`config.mk`:
```
export PLATFORM = sky130hd
export DESIGN_NAME = xor_gate
export DESIGN_NICKNAME = d
export VERILOG_FILES = /design/src/rtl/sat_counter.sv /design/src/rtl/xor_gate.sv
export SDC_FILE = /design/constraint.sdc
export NUM_CORES = 1
export LEC_CHECK = 0
export CAP_MARGIN = 20
export CORE_UTILIZATION = 42
export DETAILED_ROUTE_END_ITERATION = 16
export GPL_ROUTABILITY_DRIVEN = 0
export PLACE_DENSITY = 0.75
export SETUP_SLACK_MARGIN = 0.2
export SLEW_MARGIN = 10
export SYNTH_ARGS = -nofsm -noshare
export SYNTH_HDL_FRONTEND = slang
export SYNTH_SLANG_ARGS = --single-unit
export TNS_END_PERCENT = 5
```
`constraint.sdc`:
```
create_clock -name clk -period 1.9 [get_ports clk]
set_clock_uncertainty 0.2 [all_clocks]
set_input_delay 0.38 -clock clk [delete_from_list [all_inputs] [get_ports clk]]
set_output_delay 0.38 -clock clk [all_outputs]
set_load 0.01 [all_outputs]
```
`src/rtl/sat_counter.sv`:
```
// Saturating up-counter: advances by one on each cycle with inc high and
// sticks at its all-ones maximum instead of wrapping.
module sat_counter #(
  parameter int CNT_W = 16
) (
  input  logic             clk,
  input  logic             rst,
  input  logic             inc,
  output logic [CNT_W-1:0] count
);

  localparam logic [CNT_W-1:0] CNT_MAX = '1;

  logic at_max;
  logic [CNT_W-1:0] count_next;

  assign at_max     = (count == CNT_MAX);
  assign count_next = count + CNT_W'(1);

  always_ff @(posedge clk or posedge rst) begin
    if (rst) begin
      count <= '0;
    end else if (inc && !at_max) begin
      count <= count_next;
    end
  end

endmodule

```
`src/rtl/xor_gate.sv`:
```
// Bitwise XOR with a combinational output, a valid-qualified registered copy,
// its registered parity, and a saturating count of result changes.
module xor_gate #(
  parameter int WIDTH = 1,
  parameter int CNT_W = 16
) (
  input  logic             clk,
  input  logic             rst,
  input  logic [WIDTH-1:0] A,
  input  logic [WIDTH-1:0] B,
  input  logic             in_valid,
  output logic [WIDTH-1:0] Y,
  output logic [WIDTH-1:0] Y_q,
  output logic             out_valid,
  output logic             parity_q,
  output logic [CNT_W-1:0] toggle_cnt
);

  logic [WIDTH-1:0] result;
  logic             toggle;

  assign result = A ^ B;
  assign Y      = result;

  // Compared against the stored Y_q, so the first sample after reset is
  // measured against zero.
  assign toggle = in_valid && (result != Y_q);

  always_ff @(posedge clk or posedge rst) begin
    if (rst) begin
      Y_q       <= '0;
      parity_q  <= 1'b0;
      out_valid <= 1'b0;
    end else begin
      out_valid <= in_valid;
      if (in_valid) begin
        Y_q      <= result;
        parity_q <= ^result;
      end
    end
  end

  sat_counter #(
    .CNT_W(CNT_W)
  ) u_toggle_cnt (
    .clk  (clk),
    .rst  (rst),
    .inc  (toggle),
    .count(toggle_cnt)
  );

endmodule

```
==> results of run 1 <==
-- how the worst min path moves through the flow --
stage	from	to	slack, ns	cells past startpoint
6_report	rst	u_toggle_cnt.count[9]	0.19	3
5_1_grt	in_valid	out_valid	0.18	1
4_1_cts	in_valid	out_valid	0.18	1
3_5_place_dp	u_toggle_cnt.count[10]	u_toggle_cnt.count[10]	0.31	1
3_3_place_gp	u_toggle_cnt.count[10]	u_toggle_cnt.count[10]	0.30	1
2_1_floorplan	rst	out_valid	0.12	1
-- synthesized netlist by cell type (2+ instances only) --
master / instances / area share (%)
a211oi_1: 4 / 3.1
and4_1: 3 / 2.7
dfrtp_1: 18 / 47
inv_1: 4 / 1.5
mux2_2: 5 / 5.8
nand2_1: 8 / 3.1
nand2b_1: 2 / 1.3
nand3_1: 9 / 4.7
nand4_1: 3 / 1.9
nor3_1: 3 / 1.5
nor4_1: 5 / 3.2
nor4b_1: 2 / 1.8
xnor2_1: 3 / 2.7
xor2_1: 10 / 9.0
-- layout make-up --
class                   count  area share [%]
multi-input cells          65            37.7
clock buffers               4            2.30
flip-flops and latches     18            29.1
inverters                   4           0.952
repair buffers             46            27.7
well taps                  28            2.22
-- registers in the layout, summed over array words and instances, names as in the netlist --
name,count
parity_q,1
u_toggle_cnt.count,16
out_valid,1
-- routing by layer --
layer  vias to the layer above  part of all wire, %  routed length [um]  track usage (%)
met4                         0                  1.5                  38             9.05
met3                         4                  3.0                  79             3.09
met2                        26                   55                1440             35.8
met5                         -                    0                   0                0
met1                       434                   41                1060             26.9
li1                        425                    -                   -                -
-- cell families (layout without fill, tap and decap cells) --
kind of cell / after synthesis / in the layout / share of synthesized area, %
mux: 6 / 7 / 7.36
buf+inv: 7 / 54 / 3.88
fa+ha+maj: 1 / 1 / 1.29
xor+xnor: 13 / 13 / 11.8
flops: 18 / 18 / 46.5
simple gates: 37 / 37 / 23.1
compound gates: 7 / 7 / 6.07
-- power by group through the flow --
| stage | registers (mW) | logic (mW) | clock network [mW] |
|---|---|---|---|
| floorplan | 0.613 | 0.200 | 0 |
| global placement | 0.551 | 0.549 | 0 |
| detailed placement | 0.555 | 0.567 | 0 |
| CTS | 0.539 | 0.627 | 0.239 |
| global route | 0.553 | 0.666 | 0.260 |
| finish | 0.539 | 0.623 | 0.234 |
-- per-stage QoR --
stage | TNS [ns] | instance area (um^2)
global placement | -6.23 | 1350
CTS | 0 | 1500
finish | -0.00410 | 1580
floorplan | -0.00375 | 1000
detailed placement | -6.69 | 1350
global route | -0.381 | 1580
-- worst reg2reg max path, delay by kind of cell, from the launching register on --
family | cells | cell delay (ns)
buffers and inverters | 1 | 0.11
multiplexers | 1 | 0.30
AO/OA/AOI/OAI | 1 | 0.20
flip-flops | 1 | 0.37
AND/OR/NAND/NOR | 2 | 0.60
-- timing repair --
item | 4_1_cts | 5_1_grt
cloned | 1 | 0
setup buffers | 8 | 1
resized for setup | 18 | 35
setup endpoints to repair | 36 | 36
endpoints found under the hold margin | 0 | 0
pin swaps | 3 | 8
==> results.md, run 1 <==
- Status: finished with violations
- Failing checks: setup timing
- Cell Chain, Critical Path: buf_4, nand4_1, nor4_4, a21o_2, mux2_4
- Slowest library cell on the worst path: dfrtp_1
- Die Span X: 50.0 um
- Number of distinct library cells after synthesis: 24
- Cell chosen for the clock root: clkbuf_4
- PortBufs: 24
- Critical path's top delay family: simple AND/OR/NAND/NOR gates
- Peak supply drop: 0.771 mV
- Reg2Reg Launch Point: u_toggle_cnt.count[8]
- Arrival time at the worst endpoint: 1.89 ns
- Maximum clock insertion buffer count: 2
- Timing endpoint of the critical path: u_toggle_cnt.count[1]
- RSZ-0062 raised after global routing: yes
- TritonCTS clock tree: done
- Kind of critical path: reg2reg
- Finish-stage setup viols: 1
- Final net count: 144
- Worst Path Max Fanout: 3
- Area of the mapped netlist: 968 um^2
- Switching component of the power: 0.473 mW
- Clock buffer count from CTS: 3
- First-pass GRT wire length: 4.00 mm
- Flop pwr share: 38.6%
- Placeable core region: 2190 um^2
- R2r endpoint: u_toggle_cnt.count[1]
- Maximum number of pins on one net before global-route repair: 19
- Total length of routed wires: 2.62 mm
- Sort of element at the start of the critical path: flip-flop
- Average size of a mapped cell: 10.9 um^2
- Max Fclk: 0.525 GHz
- Core Util, Final: 72.0%
- Final critical-path required period: 1.90 ns
- Design Power: 1.40 mW
- Final number of max-transition violations: 0
- Worst-Margin Slew: 0.369 ns
- Yosys synthesis warning count: 0
- Least setup slack across all paths after layout: -0.00410 ns
- Die height: 50.0 um
- Worst Setup SP: u_toggle_cnt.count[8]
- Tightest hold margin: 0.188 ns
- Sequential cell area: 459 um^2
- Remaining antenna violation count after routing: 0
- Number of placement rows: 17
- Internal Pwr Total: 0.923 mW
- Total nets after synthesis: 95
- # H-tree levels: 1
- Relative slew slack: 75.1%
- CP max stage delay: 0.37 ns
- Final worst path period share: 100%
- Initial core utilization: 44.2%
- Sw frac: 33.9%
- Post-detailed-route DRC marker count: 0
- HPWL reported at the end of detailed placement: 1.51 mm
- DRT iter0 DRCs: 23
- Number of maximum-capacitance constraint violations: 0
- Number of enable flip-flop cells after synthesis: 0
- Non-Filler Instances: 165
- Hold/Removal Path Class: in2async
- Sinks on Clock Net: 18
- Clk network pwr share: 16.7%
- Flop and latch count out of synthesis: 18
- Synth async-reset ratio: 100%
- Hold Fails Final Rpt: 0
- Cells on worst reg2reg path: 5
- Pleak: 0.825 nW
- Post-place setup slack: -0.502 ns
- Overall Global Routing Usage: 21.3%
- I/O pin count: 25
- Drt pass-1 iters: 4
- Highest-count cells in the layout ignoring fill and taps: 21 x buf_4, 15 x dlymetal6s2s_1, 11 x dfrtp_1, 9 x xor2_1, 8 x nand2_1
- Synthesized netlist cell count: 89
- Worst Path Required: 1.88 ns
- Antenna violations before repair: 0
- Post-CTS clock slew at the launch and capture registers of the worst setup and hold paths: 0.10 ns
- Total power per unit cell area: 886 nW/um^2
- Via-to-Cell Ratio: 5.39
- Leading cell type in the layout, fill and taps excluded: buf_4
- Final global-route overflow total: 0
- Buffers plus inverters on the worst setup path: 1
- WL per Instance: 15.9 um
- Sequential-to-total area share from yosys stat: 46.5%
- Path length in cells of the critical path: 5
- Most used DFF post-synth: dfrtp_1
- Area of the multi-input gates: 594 um^2
- Vias in the first global route: 854
- Hold_buf cts: 0
- Antenna cell count: 0
- Register-to-register path setup slack: -0.004 ns
- Die area: 2500 um^2
- Number of filler cells placed in the layout: 154
- Clock latency at the later pin of the worst-skew pair: 0.29 ns
- Number of placed instances with taps included: 151
- Proportion of layout cells with a drive suffix above 1: 44.5%
- Count of vias placed by the detailed router: 889
- Portion of total power attributed to combinational logic: 44.7%
- Category of the worst setup path capture point: flip-flop
- Area growth syn-to-layout: 62.8%
No activity file was read; power rests on OpenSTA's default activity.
==> run 2: changes to the inputs <==
--- a/config.mk
+++ b/config.mk
@@ -6,6 +6,7 @@
 export NUM_CORES = 1
 export LEC_CHECK = 0
 export CAP_MARGIN = 20
+export CORE_MARGIN = 2
 export CORE_UTILIZATION = 42
 export DETAILED_ROUTE_END_ITERATION = 16
 export GPL_ROUTABILITY_DRIVEN = 0
==> run 2 against run 1 <==
Critical path depth unchanged; the flow now finishes without violations; clock power rose by 3%; combinational power decreased by 4.7%; sequential share of layout area is 1.2 points lower; wire length rose by 4.6%; die area grew 8.2%; highest routed layer unchanged; flip-flop and latch count stayed put; hold slack lost 0.092 ns; non-clock buffer count is 2 higher; fmax up 1.2%; global-route usage grew 0.093 points.
==> results.md, run 2 (synthesis results as in run 1) <==
- Status: finished clean
- PortBufs: 24
- Worst Path Required: 1.90 ns
- Number of maximum-capacitance constraint violations: 0
- Cells on worst reg2reg path: 5
- Final global-route overflow total: 0
- Placeable core region: 2190 um^2
- Number of placement rows: 17
- Clock buffer count from CTS: 3
- Worst hold path depth: 1
- Initial core utilization: 44.2%
- Sink of the worst hold path: out_valid
- Number of filler cells placed in the layout: 160
- Hold_buf cts: 0
- Count of vias placed by the detailed router: 920
- Leading registers by flop count: u_toggle_cnt.count (16), out_valid (1), parity_q (1)
- Post-route cell area: 1640 um^2
- HPWL reported at the end of detailed placement: 1.58 mm
- Die Span X: 52.0 um
- Relative slew slack: 81.8%
- R2r endpoint: u_toggle_cnt.count[1]
- Most flops, register: u_toggle_cnt.count
- Post-detailed-route DRC marker count: 0
- Maximum clock insertion buffer count: 2
- Sort of element at the start of the critical path: flip-flop
- Max Fclk: 0.531 GHz
- Vias in the first global route: 928
- Final number of max-transition violations: 0
- Drt pass-1 iters: 4
- Category of the worst setup path capture point: flip-flop
- Reg2Reg Launch Point: u_toggle_cnt.count[8]
- I/O pin count: 25
- Tightest hold margin: 0.0960 ns
- Maximum number of pins on one net before global-route repair: 19
- Via-to-Cell Ratio: 5.51
- Final worst path period share: 99.0%
- Die height: 52.0 um
- Total length of routed wires: 2.74 mm
- Leading cell type in the layout, fill and taps excluded: buf_4
- TritonCTS clock tree: done
- Post-Place Cell Area: 1350 um^2
- Area growth syn-to-layout: 69.1%
- WL per Instance: 16.4 um
- Hold/Removal Path Class: in2reg
- Total power per unit cell area: 844 nW/um^2
- Remaining antenna violation count after routing: 0
- Peak supply drop: 0.640 mV
- Pleak: 0.873 nW
- # H-tree levels: 1
- Proportion of layout cells with a drive suffix above 1: 44.6%
- Sinks on Clock Net: 18
- First-pass GRT wire length: 4.20 mm
- Highest-count cells in the layout ignoring fill and taps: 22 x buf_4, 13 x dlymetal6s2s_1, 12 x dfrtp_1, 9 x xor2_1, 8 x nand2_1
- Overall Global Routing Usage: 21.4%
- Kind of critical path: reg2reg
- Post-CTS clock slew at the launch and capture registers of the worst setup and hold paths: 0.11 ns
- Cell chosen for the clock root: clkbuf_4
- Antenna violations before repair: 0
- Register-to-register path setup slack: 0.02 ns
- Final critical-path required period: 1.88 ns
- RSZ-0062 raised after global routing: yes
- Finish-stage setup viols: 0
- Core Util, Final: 74.8%
- Die area: 2710 um^2
- Hold Fails Final Rpt: 0
- Arrival time at the worst endpoint: 1.88 ns
- DRT iter0 DRCs: 11
- Antenna cell count: 0
- Final net count: 146
- Worst Path Max Fanout: 3
- Flip-flop count of the largest register after layout: 16
- Worst-Margin Slew: 0.271 ns
- Startpoint of the tightest hold check path: in_valid
- Clock latency at the later pin of the worst-skew pair: 0.30 ns
-- run 2: where the power goes --
group | switching, mW | internal, mW
sequential | 0.0778 | 0.468
clock | 0.125 | 0.117
combinational | 0.280 | 0.314
-- run 2: layout make-up --
cell class | instances | area (um^2) | area share, %
Sequential cell | 18 | 458 | 28.0
Multi-Input combinational cell | 65 | 638 | 39.0
Inverter | 4 | 15.0 | 0.917
Tap cell | 28 | 35.0 | 2.14
Clock buffer | 4 | 36.3 | 2.22
Timing Repair Buffer | 48 | 455 | 27.8
-- run 2: worst max-delay path, stage by stage (launching register included) --
cell and delay [ns]:
dfrtp_1 0.38, buf_4 0.12, nand4_1 0.21, nor4_4 0.39, a21o_2 0.20, mux2_4 0.29
-- run 2: repair_timing --
item,4_1_cts,5_1_grt
setup buffers,5,6
setup endpoints to repair,36,36
pin swaps,2,5
gates resized for setup,25,25
cloned,1,0
-- run 2: through the flow --
| step | setup TNS, ns | setup WS, ns | instances | power (mW) |
|---|---|---|---|---|
| 5_1_grt | -0.339 | -0.0760 | 167 | 1.47 |
| 3_5_place_dp | -6.90 | -0.533 | 151 | 1.12 |
| 2_1_floorplan | -0.00375 | -0.00375 | 89 | 0.814 |
| 6_report | 0 | 0.0181 | 167 | 1.38 |
| 4_1_cts | 0 | 0.000412 | 161 | 1.38 |
| 3_3_place_gp | -6.38 | -0.463 | 151 | 1.10 |
-- run 2: how the worst max path moves through the flow --
| stage | startpoint | to | depth (start not counted) |
|---|---|---|---|
| after CTS | u_toggle_cnt.count[5] | toggle_cnt[5] | 1 |
| after global routing | u_toggle_cnt.count[8] | u_toggle_cnt.count[1] | 5 |
| after floorplan | u_toggle_cnt.count[1] | u_toggle_cnt.count[1] | 5 |
| after detailed placement | A | u_toggle_cnt.count[13] | 5 |
| after global placement | A | u_toggle_cnt.count[13] | 5 |
| final | u_toggle_cnt.count[8] | u_toggle_cnt.count[1] | 5 |
-- run 2: metal layers --
| metal | track usage (%) | share of wire (%) | up-vias |
|---|---|---|---|
| li1 | - | - | 427 |
| met1 | 26.7 | 41 | 462 |
| met2 | 33.5 | 53 | 24 |
| met3 | 4.31 | 3.3 | 7 |
| met4 | 13.6 | 2.4 | 0 |
| met5 | 0 | 0 | - |
==> run 3: changes to the inputs <==
--- a/config.mk
+++ b/config.mk
@@ -5,12 +5,11 @@
 export SDC_FILE = /design/constraint.sdc
 export NUM_CORES = 1
 export LEC_CHECK = 0
-export CAP_MARGIN = 20
 export CORE_MARGIN = 2
-export CORE_UTILIZATION = 42
+export CORE_UTILIZATION = 45
 export DETAILED_ROUTE_END_ITERATION = 16
 export GPL_ROUTABILITY_DRIVEN = 0
-export PLACE_DENSITY = 0.75
+export PLACE_DENSITY = 0.77
 export SETUP_SLACK_MARGIN = 0.2
 export SLEW_MARGIN = 10
 export SYNTH_ARGS = -nofsm -noshare
==> constraint.sdc (replaced) <==
create_clock -name clk -period 2.3 [get_ports clk]
set_clock_uncertainty 0.2 [all_clocks]
set_input_delay 0.46 -clock clk [delete_from_list [all_inputs] [get_ports clk]]
set_output_delay 0.46 -clock clk [all_outputs]
set_load 0.01 [all_outputs]
==> run 3 against run 2 <==
Sequential power is 12% lower; critical path depth stayed put; largest cell class unchanged; cell count is 12% lower; register-to-register slack better by 0.19 ns; power is 26% lower; hold slack better by 0.16 ns; wire length is 26% lower; largest power group is now sequential cells; via count is 8.9% lower; sequential share of layout area is 6.0 points higher; combinational power is 43% lower; clock power is 18% lower.
==> results.md, run 3 (synthesis results as in run 1) <==
- Area growth syn-to-layout: 36.8%
- Total power per unit cell area: 768 nW/um^2
- Total length of routed wires: 2.03 mm
- Post-place setup slack: -0.217 ns
- Pleak: 0.551 nW
- Arrival time at the worst endpoint: 2.14 ns
- Number of filler cells placed in the layout: 163
- Most flops, register: u_toggle_cnt.count
- Leading registers by flop count: u_toggle_cnt.count (16), out_valid (1), parity_q (1)
- Maximum clock insertion buffer count: 2
- Leading cell type in the layout, fill and taps excluded: clkdlybuf4s50_1
- Die area: 2540 um^2
- Final global-route overflow total: 0
- Max Fclk: 0.467 GHz
- Placeable core region: 2000 um^2
- WL per Instance: 13.8 um
- Post-detailed-route DRC marker count: 0
- # H-tree levels: 1
- Count of vias placed by the detailed router: 838
- Number of placement rows: 16
- Area of the multi-input gates: 505 um^2
- Peak supply drop: 0.474 mV
- Category of the worst setup path capture point: flip-flop
- Non-Filler Instances: 147
- Drt pass-1 iters: 4
- Least setup slack across all paths after layout: 0.157 ns
- Clock latency at the later pin of the worst-skew pair: 0.30 ns
- Highest-count cells in the layout ignoring fill and taps: 23 x clkdlybuf4s50_1, 18 x dfrtp_1, 9 x nand3_1, 9 x xor2_1, 8 x nand2_1
- Post-CTS clock slew at the launch and capture registers of the worst setup and hold paths: 0.10 ns
- Sinks on Clock Net: 18
- Hold_buf cts: 0
- Initial core utilization: 48.4%
- Core Util, Final: 66.2%
- Final worst path period share: 93.2%
- Antenna cell count: 0
- Kind of critical path: in2reg
- Flip-flop count of the largest register after layout: 16
- Antenna violations before repair: 0
- Finish-stage setup viols: 0
- Clock buffer count from CTS: 3
- PortBufs: 24
- Status: finished clean
- Sequential cell area: 450 um^2
- Vias in the first global route: 791
- Proportion of layout cells with a drive suffix above 1: 19.2%
- Design Power: 1.02 mW
- Relative slew slack: 72.4%
- Final number of max-transition violations: 0
- Remaining antenna violation count after routing: 0
- Worst-Margin Slew: 0.410 ns
- Hold/Removal Path Class: in2async
- RSZ-0062 raised after global routing: yes
- Die height: 50.4 um
- Worst Path Required: 2.30 ns
- Number of maximum-capacitance constraint violations: 0
- Die Span X: 50.4 um
- Worst Path Max Fanout: 12
- Sort of element at the start of the critical path: input pin
- I/O pin count: 25
- Overall Global Routing Usage: 17.8%
- First-pass GRT wire length: 3.44 mm
- Post-Route Setup TNS: 0 ns
- DRT iter0 DRCs: 26
- Maximum number of pins on one net before global-route repair: 19
- Final net count: 127
- Number of placed instances with taps included: 141
- HPWL reported at the end of detailed placement: 1.43 mm
- Hold Fails Final Rpt: 0
- Cell chosen for the clock root: clkbuf_4
- Final critical-path required period: 2.14 ns
- TritonCTS clock tree: done
- Via-to-Cell Ratio: 5.70
## run 3: cell count changes in the layout (fill, tap and decap cells not counted), moves of 3 or more
cell,previous run,this run
clkdlybuf4s50_1,2,23
a211oi_2,4,1
mux2_4,4,1
dlygate4sd2_1,7,1
buf_4,22,6
a211oi_1,0,3
dfrtp_1,12,18
dfrtp_2,6,0
dlymetal6s2s_1,13,0
## run 3: stage by stage
step | cell area [um^2] | hold WS, ns
CTS | 1300 | 0.266
detailed placement | 1250 | 0.306
global placement | 1250 | 0.294
floorplan | 968 | 0.199
global route | 1330 | 0.311
finish | 1330 | 0.253
## run 3: metal layers
| metal | GRT usage (%) | share of wire [%] |
|---|---|---|
| met1 | 22.9 | 44 |
| met2 | 29.4 | 49 |
| met3 | 3.27 | 5.9 |
| met4 | 7.66 | 1.9 |
| met5 | 0 | 0 |
## run 3: final timing paths
path	start	endpoint	slack [ns]	depth (start not counted)
worst min register to register	u_toggle_cnt.count[10]	u_toggle_cnt.count[10]	0.32	1
min in group clk	u_toggle_cnt.count[10]	u_toggle_cnt.count[10]	0.32	1
worst max register to register	u_toggle_cnt.count[0]	u_toggle_cnt.count[1]	0.21	5
worst max-delay path	A	u_toggle_cnt.count[13]	0.16	5
worst min-delay path	rst	u_toggle_cnt.count[0]	0.25	3
max in group asynchronous	rst	u_toggle_cnt.count[10]	1.45	3
## run 3: layout make-up
class                      count  area share [%]
multi-input combinational     64            38.1
sequential                    18            34.0
timing repair buffer          30            21.4
clock buffer                   4            2.74
tap                           27            2.55
inverter                       4            1.13
## run 3: timing repair
action / 4_1_cts / 5_1_grt
setup buffers: 0 / 2
resized for setup: 3 / 2
pin swaps: 0 / 1
endpoints found under the setup margin: 7 / 15
## run 3: critical path, cell delays in order
cell             delay, ns
clkdlybuf4s50_1       0.50
xor2_2                0.20
mux2_4                0.39
nor3_1                0.23
mux2_2                0.36
## run 3: power by group
| part | internal, mW | switching (mW) | total (mW) |
|---|---|---|---|
| Sequential | 0.380 | 0.100 | 0.481 |
| Combinational | 0.195 | 0.143 | 0.338 |
| Clock | 0.0967 | 0.102 | 0.199 |
| Total | 0.672 | 0.345 | 1.02 |
